## config.mk

```make
export PLATFORM = sky130hd
export DESIGN_NAME = mv_bram_fetch
export DESIGN_NICKNAME = d
export VERILOG_FILES = /design/src/rtl/mv_pkg.sv /design/src/rtl/mv_fetch_skid_fifo.sv /design/src/rtl/mv_bram_fetch.sv
export SDC_FILE = /design/constraint.sdc
export NUM_CORES = 1
export LEC_CHECK = 0
export CAP_MARGIN = 15
export CORE_MARGIN = 2
export CORE_UTILIZATION = 30
export CTS_BUF_LIST = sky130_fd_sc_hd__clkbuf_8
export CTS_CLUSTER_SIZE = 24
export DETAILED_ROUTE_END_ITERATION = 8
export SYNTH_ARGS = -nofsm -noshare
export SYNTH_HDL_FRONTEND = slang
export SYNTH_SLANG_ARGS = --single-unit
```

## constraint.sdc

```tcl
create_clock -name S_AXI_ACLK -period 3.51 [get_ports S_AXI_ACLK]
set_input_delay 1.053 -clock S_AXI_ACLK [delete_from_list [all_inputs] [get_ports S_AXI_ACLK]]
set_output_delay 1.053 -clock S_AXI_ACLK [all_outputs]
set_load 0.1 [all_outputs]
```

## src/rtl/mv_pkg.sv

```systemverilog
// Shared types and helpers for the matrix-vector BRAM fetch engine.
package mv_pkg;

    typedef enum logic [1:0] {
        IDLE,
        FETCH,
        DRAIN,
        DONE
    } mv_state_t;

    localparam int BRAM_WE_W  = 4;
    localparam int ADDR_SHIFT = 2;

    function automatic int mv_total(input int l_ram_size, input int row_size);
        return (row_size + 1) << l_ram_size;
    endfunction

endpackage

```

## src/rtl/mv_fetch_skid_fifo.sv

```systemverilog
// First-word-fall-through skid FIFO for returning BRAM words and their tags.
module mv_fetch_skid_fifo #(
    parameter int WIDTH = 39,
    parameter int DEPTH = 3,
    localparam int CW = $clog2(DEPTH + 1),
    localparam int PW = (DEPTH > 1) ? $clog2(DEPTH) : 1
) (
    input  logic             i_clk,
    input  logic             i_rst_n,
    input  logic             i_push,
    input  logic [WIDTH-1:0] i_din,
    input  logic             i_pop,
    output logic [WIDTH-1:0] o_dout,
    output logic             o_valid,
    output logic [CW-1:0]    o_count
);

    logic [WIDTH-1:0] r_mem [DEPTH];
    logic [PW-1:0]    r_wr;
    logic [PW-1:0]    r_rd;
    logic [CW-1:0]    r_cnt;
    logic             w_pop;

    assign w_pop   = i_pop && (r_cnt != '0);
    assign o_valid = (r_cnt != '0);
    assign o_dout  = r_mem[r_rd];
    assign o_count = r_cnt;

    // The credit check upstream guarantees a push never meets a full FIFO.
    always_ff @(posedge i_clk or negedge i_rst_n) begin
        if (!i_rst_n) begin
            for (int i = 0; i < DEPTH; i++) r_mem[i] <= '0;
            r_wr  <= '0;
            r_rd  <= '0;
            r_cnt <= '0;
        end else begin
            if (i_push) begin
                r_mem[r_wr] <= i_din;
                r_wr <= (r_wr == PW'(DEPTH - 1)) ? '0 : r_wr + PW'(1);
            end
            if (w_pop) begin
                r_rd <= (r_rd == PW'(DEPTH - 1)) ? '0 : r_rd + PW'(1);
            end
            r_cnt <= r_cnt + CW'(i_push) - CW'(w_pop);
        end
    end

endmodule

```

## src/rtl/mv_bram_fetch.sv

```systemverilog
// BRAM read engine streaming one vector block plus ROW_SIZE matrix rows.
// Optional stall counter enabled by defining MV_FETCH_STALL_CNT_EN.
module mv_bram_fetch
    import mv_pkg::*;
#(
    parameter int DATA_W     = 32,
    parameter int L_RAM_SIZE = 3,
    parameter int ROW_SIZE   = 8,
    parameter int RD_LATENCY = 1,
    parameter int ADDR_W     = 32
) (
    input  logic                          S_AXI_ACLK,
    input  logic                          S_AXI_ARESETN,
    input  logic                          start,
    input  logic [ADDR_W-1:0]             base_addr,
    output logic                          busy,
    output logic                          done,
    output logic                          BRAM_CLK,
    output logic [ADDR_W-1:0]             BRAM_ADDR,
    output logic [DATA_W-1:0]             BRAM_WRDATA,
    output logic [BRAM_WE_W-1:0]          BRAM_WE,
    input  logic [DATA_W-1:0]             BRAM_RDDATA,
    output logic                          out_valid,
    input  logic                          out_ready,
    output logic [DATA_W-1:0]             out_data,
    output logic [$clog2(ROW_SIZE+1)-1:0] out_blk,
    output logic [L_RAM_SIZE-1:0]         out_idx,
    output logic                          out_last,
    output logic [15:0]                   stall_cycles
);

    localparam int TOTAL = mv_total(L_RAM_SIZE, ROW_SIZE);
    localparam int KW    = $clog2(TOTAL);
    localparam int IW    = KW + 1;
    localparam int DEPTH = RD_LATENCY + 2;
    localparam int CW    = $clog2(DEPTH + 1);
    localparam int SW    = CW + 1;
    localparam logic [ADDR_W-1:0] STEP = ADDR_W'(1) << ADDR_SHIFT;

    mv_state_t          r_state;
    logic [IW-1:0]      r_issued;
    logic [ADDR_W-1:0]  r_next_addr;
    logic [ADDR_W-1:0]  r_addr;
    logic               r_busy;
    logic               r_done;
    logic [RD_LATENCY:0] r_pvld;
    logic [KW-1:0]      r_ptag [RD_LATENCY+1];
    logic [CW-1:0]      r_inflight;

    logic [CW-1:0]        w_fifo_cnt;
    logic                 w_fifo_valid;
    logic [KW+DATA_W-1:0] w_fifo_dout;
    logic [KW-1:0]        w_tag;
    logic [SW-1:0]        w_sum;
    logic                 w_pop;
    logic                 w_cap;
    logic                 w_issue;

    assign w_pop   = w_fifo_valid && out_ready;
    assign w_cap   = r_pvld[RD_LATENCY];
    // Words leaving this cycle free their slot for the next issue.
    assign w_sum   = SW'(r_inflight) + SW'(w_fifo_cnt) - SW'(w_pop);
    assign w_issue = (r_state == FETCH) && (w_sum < SW'(DEPTH));
    assign w_tag   = w_fifo_dout[DATA_W +: KW];

    always_ff @(posedge S_AXI_ACLK or negedge S_AXI_ARESETN) begin
        if (!S_AXI_ARESETN) begin
            r_state     <= IDLE;
            r_issued    <= '0;
            r_next_addr <= '0;
            r_addr      <= '0;
            r_busy      <= 1'b0;
            r_done      <= 1'b0;
        end else begin
            r_done <= 1'b0;
            unique case (r_state)
                IDLE: begin
                    if (start) begin
                        r_state     <= FETCH;
                        r_busy      <= 1'b1;
                        r_issued    <= '0;
                        r_next_addr <= base_addr & ~(STEP - ADDR_W'(1));
                    end
                end
                FETCH: begin
                    if (w_issue) begin
                        r_addr      <= r_next_addr;
                        r_next_addr <= r_next_addr + STEP;
                        r_issued    <= r_issued + IW'(1);
                        if (r_issued == IW'(TOTAL - 1)) r_state <= DRAIN;
                    end
                end
                DRAIN: begin
                    if (w_pop && out_last) begin
                        r_state <= DONE;
                        r_done  <= 1'b1;
                    end
                end
                DONE: begin
                    r_busy  <= 1'b0;
                    r_state <= IDLE;
                end
                default: r_state <= IDLE;
            endcase
        end
    end

    // Tag pipeline aligned with BRAM read latency.
    always_ff @(posedge S_AXI_ACLK or negedge S_AXI_ARESETN) begin
        if (!S_AXI_ARESETN) begin
            r_pvld     <= '0;
            r_inflight <= '0;
            for (int i = 0; i <= RD_LATENCY; i++) r_ptag[i] <= '0;
        end else begin
            r_pvld     <= {r_pvld[RD_LATENCY-1:0], w_issue};
            r_ptag[0]  <= r_issued[KW-1:0];
            for (int i = 1; i <= RD_LATENCY; i++) r_ptag[i] <= r_ptag[i-1];
            r_inflight <= r_inflight + CW'(w_issue) - CW'(w_cap);
        end
    end

    mv_fetch_skid_fifo #(
        .WIDTH (KW + DATA_W),
        .DEPTH (DEPTH)
    ) u_fifo (
        .i_clk   (S_AXI_ACLK),
        .i_rst_n (S_AXI_ARESETN),
        .i_push  (w_cap),
        .i_din   ({r_ptag[RD_LATENCY], BRAM_RDDATA}),
        .i_pop   (w_pop),
        .o_dout  (w_fifo_dout),
        .o_valid (w_fifo_valid),
        .o_count (w_fifo_cnt)
    );

`ifdef MV_FETCH_STALL_CNT_EN
    logic [15:0] r_stall;

    always_ff @(posedge S_AXI_ACLK or negedge S_AXI_ARESETN) begin
        if (!S_AXI_ARESETN) begin
            r_stall <= '0;
        end else if (r_state == IDLE && start) begin
            r_stall <= '0;
        end else if (r_busy && w_fifo_valid && !out_ready && r_stall != 16'hFFFF) begin
            r_stall <= r_stall + 16'd1;
        end
    end

    assign stall_cycles = r_stall;
`else
    assign stall_cycles = '0;
`endif

    assign busy        = r_busy;
    assign done        = r_done;
    assign BRAM_CLK    = ~S_AXI_ACLK;
    assign BRAM_ADDR   = r_addr;
    assign BRAM_WRDATA = '0;
    assign BRAM_WE     = '0;
    assign out_valid   = w_fifo_valid;
    assign out_data    = w_fifo_dout[DATA_W-1:0];
    assign out_blk     = w_tag[KW-1:L_RAM_SIZE];
    assign out_idx     = w_tag[L_RAM_SIZE-1:0];
    assign out_last    = w_fifo_valid && (w_tag == KW'(TOTAL - 1));

endmodule

```

==> metrics, run 1 <==
status complete, no violations; maximum clock insertion buffer count 3; Top FF cell, synth dfrtp_1; Crit path arrival time 2420 ps; crit path cell chain clkbuf_8 -> clkbuf_16 -> clkbuf_8 -> inv_2 -> buf_12; Die Width 187 µm; CTS Buf Count 40; drt pass-1 iters 6; Slowest cell on crit path buf_12; Worst setup SP type clock port; Antenna Nets Post-Route 0; Hold Startpoint r_ptag[7]$_DFF_PN0_; Avg Cell Area, Syn 11.9 µm²; critical setup path kind clock port to primary output; R2R setup slack 620 ps; hold depth 0; most numerous cell in the Yosys netlist dfrtp_1; Initial Util 30.6%; Worst-Margin Slew 1110 ps; crit-path leading delay family buffers and inverters; largest net degree at the start of global routing 61; Final setup violation count 0; r2r endpoint r_state[1]$_DFFE_PN0P_; # nets final 1,089; FF-to-FF path depth 14; crit-path max cell delay ~160 ps; WP data required about 2500 ps; CTS tree done; drt via density between 4 and 5; vias in the first global route 7,110; synth-to-layout area growth 30.2%; Endpoint, Worst Hold r_ptag[0]$_DFF_PN0_; Yosys top cell area share 53.2%; RR Startpoint u_fifo.o_count[1]$_DFF_PN0_; initial antenna violation count 2; Avg WL per Cell between 15 and 20 µm; Worst Path Max Fanout 5; chip height 187 µm; most used cell, CP clkbuf_8; Ports 196; core area 32,700 µm²; share of cells above drive strength 1 31.7%; Critical Path Sink Type primary output; fin util 39.9%; worst path buffer plus inverter count 5; Layout Skew 280 ps; Max Slew Vio Count 0; gr ovfl total 0; Post-synth EDFFs 0; Max Cap Viol 0; Synth async-reset ratio 100%; Mapped Cells 844; top cells by area, synth dfrtp_1 53%, mux2_2 16%, mux2i_1 5.4%; slew margin rel. 26.1%; CTS H-tree depth 2; final WL 23,300 µm; Synth top cells by count 213 x dfrtp_1, 145 x mux2_2, 64 x nand2_1; synthesized area about 10,000 µm²; dpl hpwl roughly 15,000 µm; Synthesis Warnings 0; global-route wire length before repair 37,700 µm; number of port buffers 139; Core Rows between 60 and 70; distinct cell type count after synthesis 50; GRT Total Usage 13.1%; Yosys top cell by area dfrtp_1; via count of the routed design 6,845; register area share after synthesis a little over half; Final Hold Violating Endpoints 0; Clk Latency, worst-skew pair 700 ps; Hold Crit Class register to register; Final GP Congestion 0.761; CTS root buffer clkbuf_8; drc violations 0; fillers between 3,000 and 4,000; RSZ-0062 raised after global routing false; DIE AREA 34,900 µm²; DR iter-0 viols between 300 and 400; clock slew at reported path FFs 60 ps; Yosys reg bits 213
cell usage in the layout (no fill, tap or decap), types with 28 or more instances in the layout:
master / n
o21ai_1: 32
conb_1: 54
nand2_1: 63
inv_1: 41
buf_4: 51
o21ai_0: 28
buf_12: 45
clkbuf_8: 52
clkdlybuf4s50_1: 64
mux2i_1: 53
mux2_2: 145
a21oi_1: 29
dfrtp_1: 212
how the worst max path moves through the flow:
stage / from / end / slack, ps / cells after the start
after floorplan: out_ready / r_inflight[1]$_DFF_PN0_ / 5 / 14
after global placement: S_AXI_ACLK / BRAM_CLK / -440 / 2
after global routing: S_AXI_ACLK / BRAM_CLK / 5 / 5
final: S_AXI_ACLK / BRAM_CLK / 40 / 5
after CTS: u_fifo.r_rd[0]$_DFFE_PN0P_ / out_last / 7 / 5
after detailed placement: S_AXI_ACLK / BRAM_CLK / -440 / 2
per-layer routing:
metal / routed length, µm / part of all wire (%) / track usage (%)
met5: 12 / 0.052 / 0
met4: 417 / 1.8 / 3.75
met3: 1930 / 8.3 / 4.81
met2: 10300 / 44 / 20.1
met1: 10700 / 46 / 17.4
stage by stage:
step / TNS (ps) / instance area [µm²] / setup slack (ps) / std cells / hold slack, ps
3_3_place_gp: -12820 / 12100 / -437 / 1403 / 332
5_1_grt: 0 / 13000 / 5.47 / 1478 / 344
2_1_floorplan: 0 / 10200 / 4.70 / 897 / 331
6_report: 0 / 13000 / 36.9 / 1479 / 329
4_1_cts: 0 / 13000 / 7.03 / 1475 / 331
3_5_place_dp: -13180 / 12100 / -437 / 1403 / 336
cell type report:
class                      instances  area, µm²  share of cell area, %
tap                              442        553                   4.24
clock inverter                    20       92.6                  0.710
timing repair buffer             162       1960                   15.0
multi-input combinational        561       4240                   32.6
antenna                            1       2.50                 0.0192
clock buffer                      54        754                   5.79
sequential                       213       5330                   40.9
inverter                          26       97.6                  0.749
timing repair:
action	4_1_cts	5_1_grt
buffers inserted	1	2
hold buffers	0	0
setup endpoints to repair	2	10
pin swaps	0	3
resized for setup	13	4
gates cloned	0	1
flip-flops by register name (all words and copies together), names as in the netlist:
name,count
r_inflight,2
u_fifo.o_count,2
u_fifo.r_wr,2
done,1
u_fifo.r_mem,117
BRAM_ADDR,30
r_pvld,2
busy,1
r_state,2
r_next_addr,30
r_ptag,14
r_issued,8
u_fifo.r_rd,2
kinds of logic (layout without fill, tap and decap cells):
group / after synthesis / after routing / share of synthesized area (%)
AOI/OAI and AO/OA: 134 / 134 / 7.65
buffers and inverters: 123 / 262 / 7.02
and+or+nand+nor: 149 / 149 / 7.55
xor gates and xnor gates: 10 / 10 / 0.875
other: 1 / 55 / 0.0374
adders and majority gates: 14 / 14 / 1.82
DFF: 213 / 213 / 53.2
muxes: 200 / 200 / 21.8
worst reg2reg max path, cell delays in order (launching register included):
cell and delay (ps):
dfrtp_1 380, inv_1 90, nand2_2 80, nand2_1 90, inv_1 50, ha_1 260, inv_1 40, ha_1 180
fa_1 400, xnor2_2 210, and2_0 220, nand2_1 60, a21o_1 200, a21oi_2 130, mux2_1 340
Power of run 1 is not shown: default switching activity piles up to over one toggle a cycle in this logic, so the estimate is an artifact.
==> run 2: changes to the inputs <==
--- a/config.mk
+++ b/config.mk
@@ -11,6 +11,8 @@
 export CTS_BUF_LIST = sky130_fd_sc_hd__clkbuf_8
 export CTS_CLUSTER_SIZE = 24
 export DETAILED_ROUTE_END_ITERATION = 8
+export RECOVER_POWER = 50
+export SLEW_MARGIN = 20
 export SYNTH_ARGS = -nofsm -noshare
 export SYNTH_HDL_FRONTEND = slang
 export SYNTH_SLANG_ARGS = --single-unit
==> metrics, run 2 (synthesis gave the netlist of run 1 again) <==
status finished with violations; failing checks max-capacitance violations, max-slew violations; crit path cell chain clkbuf_8 -> clkbuf_16 -> clkbuf_8 -> inv_2 -> buf_12; drt pass-1 iters 6; CTS H-tree depth 2; Final Hold Violating Endpoints 0; number of port buffers 139; Max Slew Vio Count 75; CTS tree done; Worst Path Max Fanout 5; DR iter-0 viols 315; gr ovfl total 0; Critical Path Sink Type primary output; GRT Total Usage between 10% and 20%; drc violations 0; Hold Crit Class register to register; WP data required 2460 ps; chip height between 150 and 200 µm; Ports 196; clock slew at reported path FFs about 60 ps; fillers 3,168; dpl hpwl around 15,000 µm; CTS Buf Count 40; Post-CTS Hold Buffers 0; Clk Latency, worst-skew pair 690 ps; worst path buffer plus inverter count 5; drt via density 4.62; routed length on met1 10,700 µm; maximum clock insertion buffer count 3; Initial Util between 30% and 40%; Max Cap Viol 2; FF/Latch Area 5330 µm²; synth-to-layout area growth 29.8%; Hold WS about 330 ps; RSZ-0062 raised after global routing false; Final GP Congestion about 0.76; crit-path max cell delay 160 ps; metal2 WL 10,300 µm; global-route wire length before repair 37,700 µm; R2R setup slack 460 ps; area of the multi-input gates 4230 µm²; Crit path arrival time between 2000 and 2500 ps; core area 32,700 µm²; Most flops, register u_fifo.r_mem; slew margin rel. -53.4%; crit path from S_AXI_ACLK; most used cell, CP clkbuf_8; uppermost routed layer met5; max reg flops 117; RR Startpoint r_pvld[1]$_DFF_PN0_; Layout Skew 277 ps; critical setup path kind clock port to primary output; commonest non-fill, non-tap cell in the layout dfrtp_1; final WL 23,300 µm; Hold Startpoint r_ptag[7]$_DFF_PN0_; Die Width 187 µm; # nets final between 1,000 and 1,500; CTS root buffer clkbuf_8; met3 routed WL between 1500 and 2000 µm; via count of the routed design 6,835; fin util 39.8%; largest net degree at the start of global routing 61; most frequent cells in the layout 212 x dfrtp_1, 145 x mux2_2, 63 x nand2_1; Worst-Margin Slew 2300 ps; Core Rows 66; Antenna Nets Post-Route 0; vias in the first global route between 7,000 and 8,000; Final setup violation count 0; share of cells above drive strength 1 between 30% and 40%; Slowest cell on crit path buf_12; crit-path leading delay family buffers and inverters; Worst setup SP type clock port; initial antenna violation count 2; DIE AREA 34,900 µm²; Avg WL per Cell 15.7 µm
==> run 2: repair_timing <==
| item | in CTS | in global routing |
|---|---|---|
| pin swaps | 0 | 3 |
| setup buffers | 1 | 2 |
| gates cloned | 0 | 1 |
| gates resized for setup | 13 | 4 |
| endpoints found under the setup margin | 2 | 10 |
==> run 2: final cells by class <==
type | instances | area share [%]
sequential | 213 | 41.0
multi-input combinational | 561 | 32.6
timing repair buffer | 162 | 14.9
clock buffer | 54 | 5.80
tap | 442 | 4.25
inverter | 26 | 0.751
clock inverter | 20 | 0.712
antenna | 1 | 0.0192
==> run 2: path summary, 6_finish.rpt <==
check,end,cells after the start
min,r_ptag[0]$_DFF_PN0_,0
max,BRAM_CLK,5
max reg2reg,u_fifo.r_wr[1]$_DFFE_PN0P_,3
min in group asynchronous,u_fifo.r_mem[3]$_DFFE_PN0P_,1
max in group asynchronous,r_next_addr[27]$_DFFE_PN0P_,2
min reg2reg,r_ptag[0]$_DFF_PN0_,0
==> run 2: routing by layer <==
layer  GRT usage, %  vias up
li1               -     3216
met1           17.4     3372
met2           20.1      203
met3           4.81       42
met4           3.75        2
met5              0        -
==> run 2: stage by stage <==
step / setup slack [ps] / TNS (ps) / instance area, µm² / std cells
3_3_place_gp: -437 / -12820 / 12100 / 1403
6_report: 37.0 / 0 / 13000 / 1479
2_1_floorplan: 4.70 / 0 / 10200 / 897
5_1_grt: 5.47 / 0 / 13000 / 1478
3_5_place_dp: -437 / -13180 / 12100 / 1403
4_1_cts: 7.03 / 0 / 13000 / 1475
Power of run 2 is left out for the same reason.
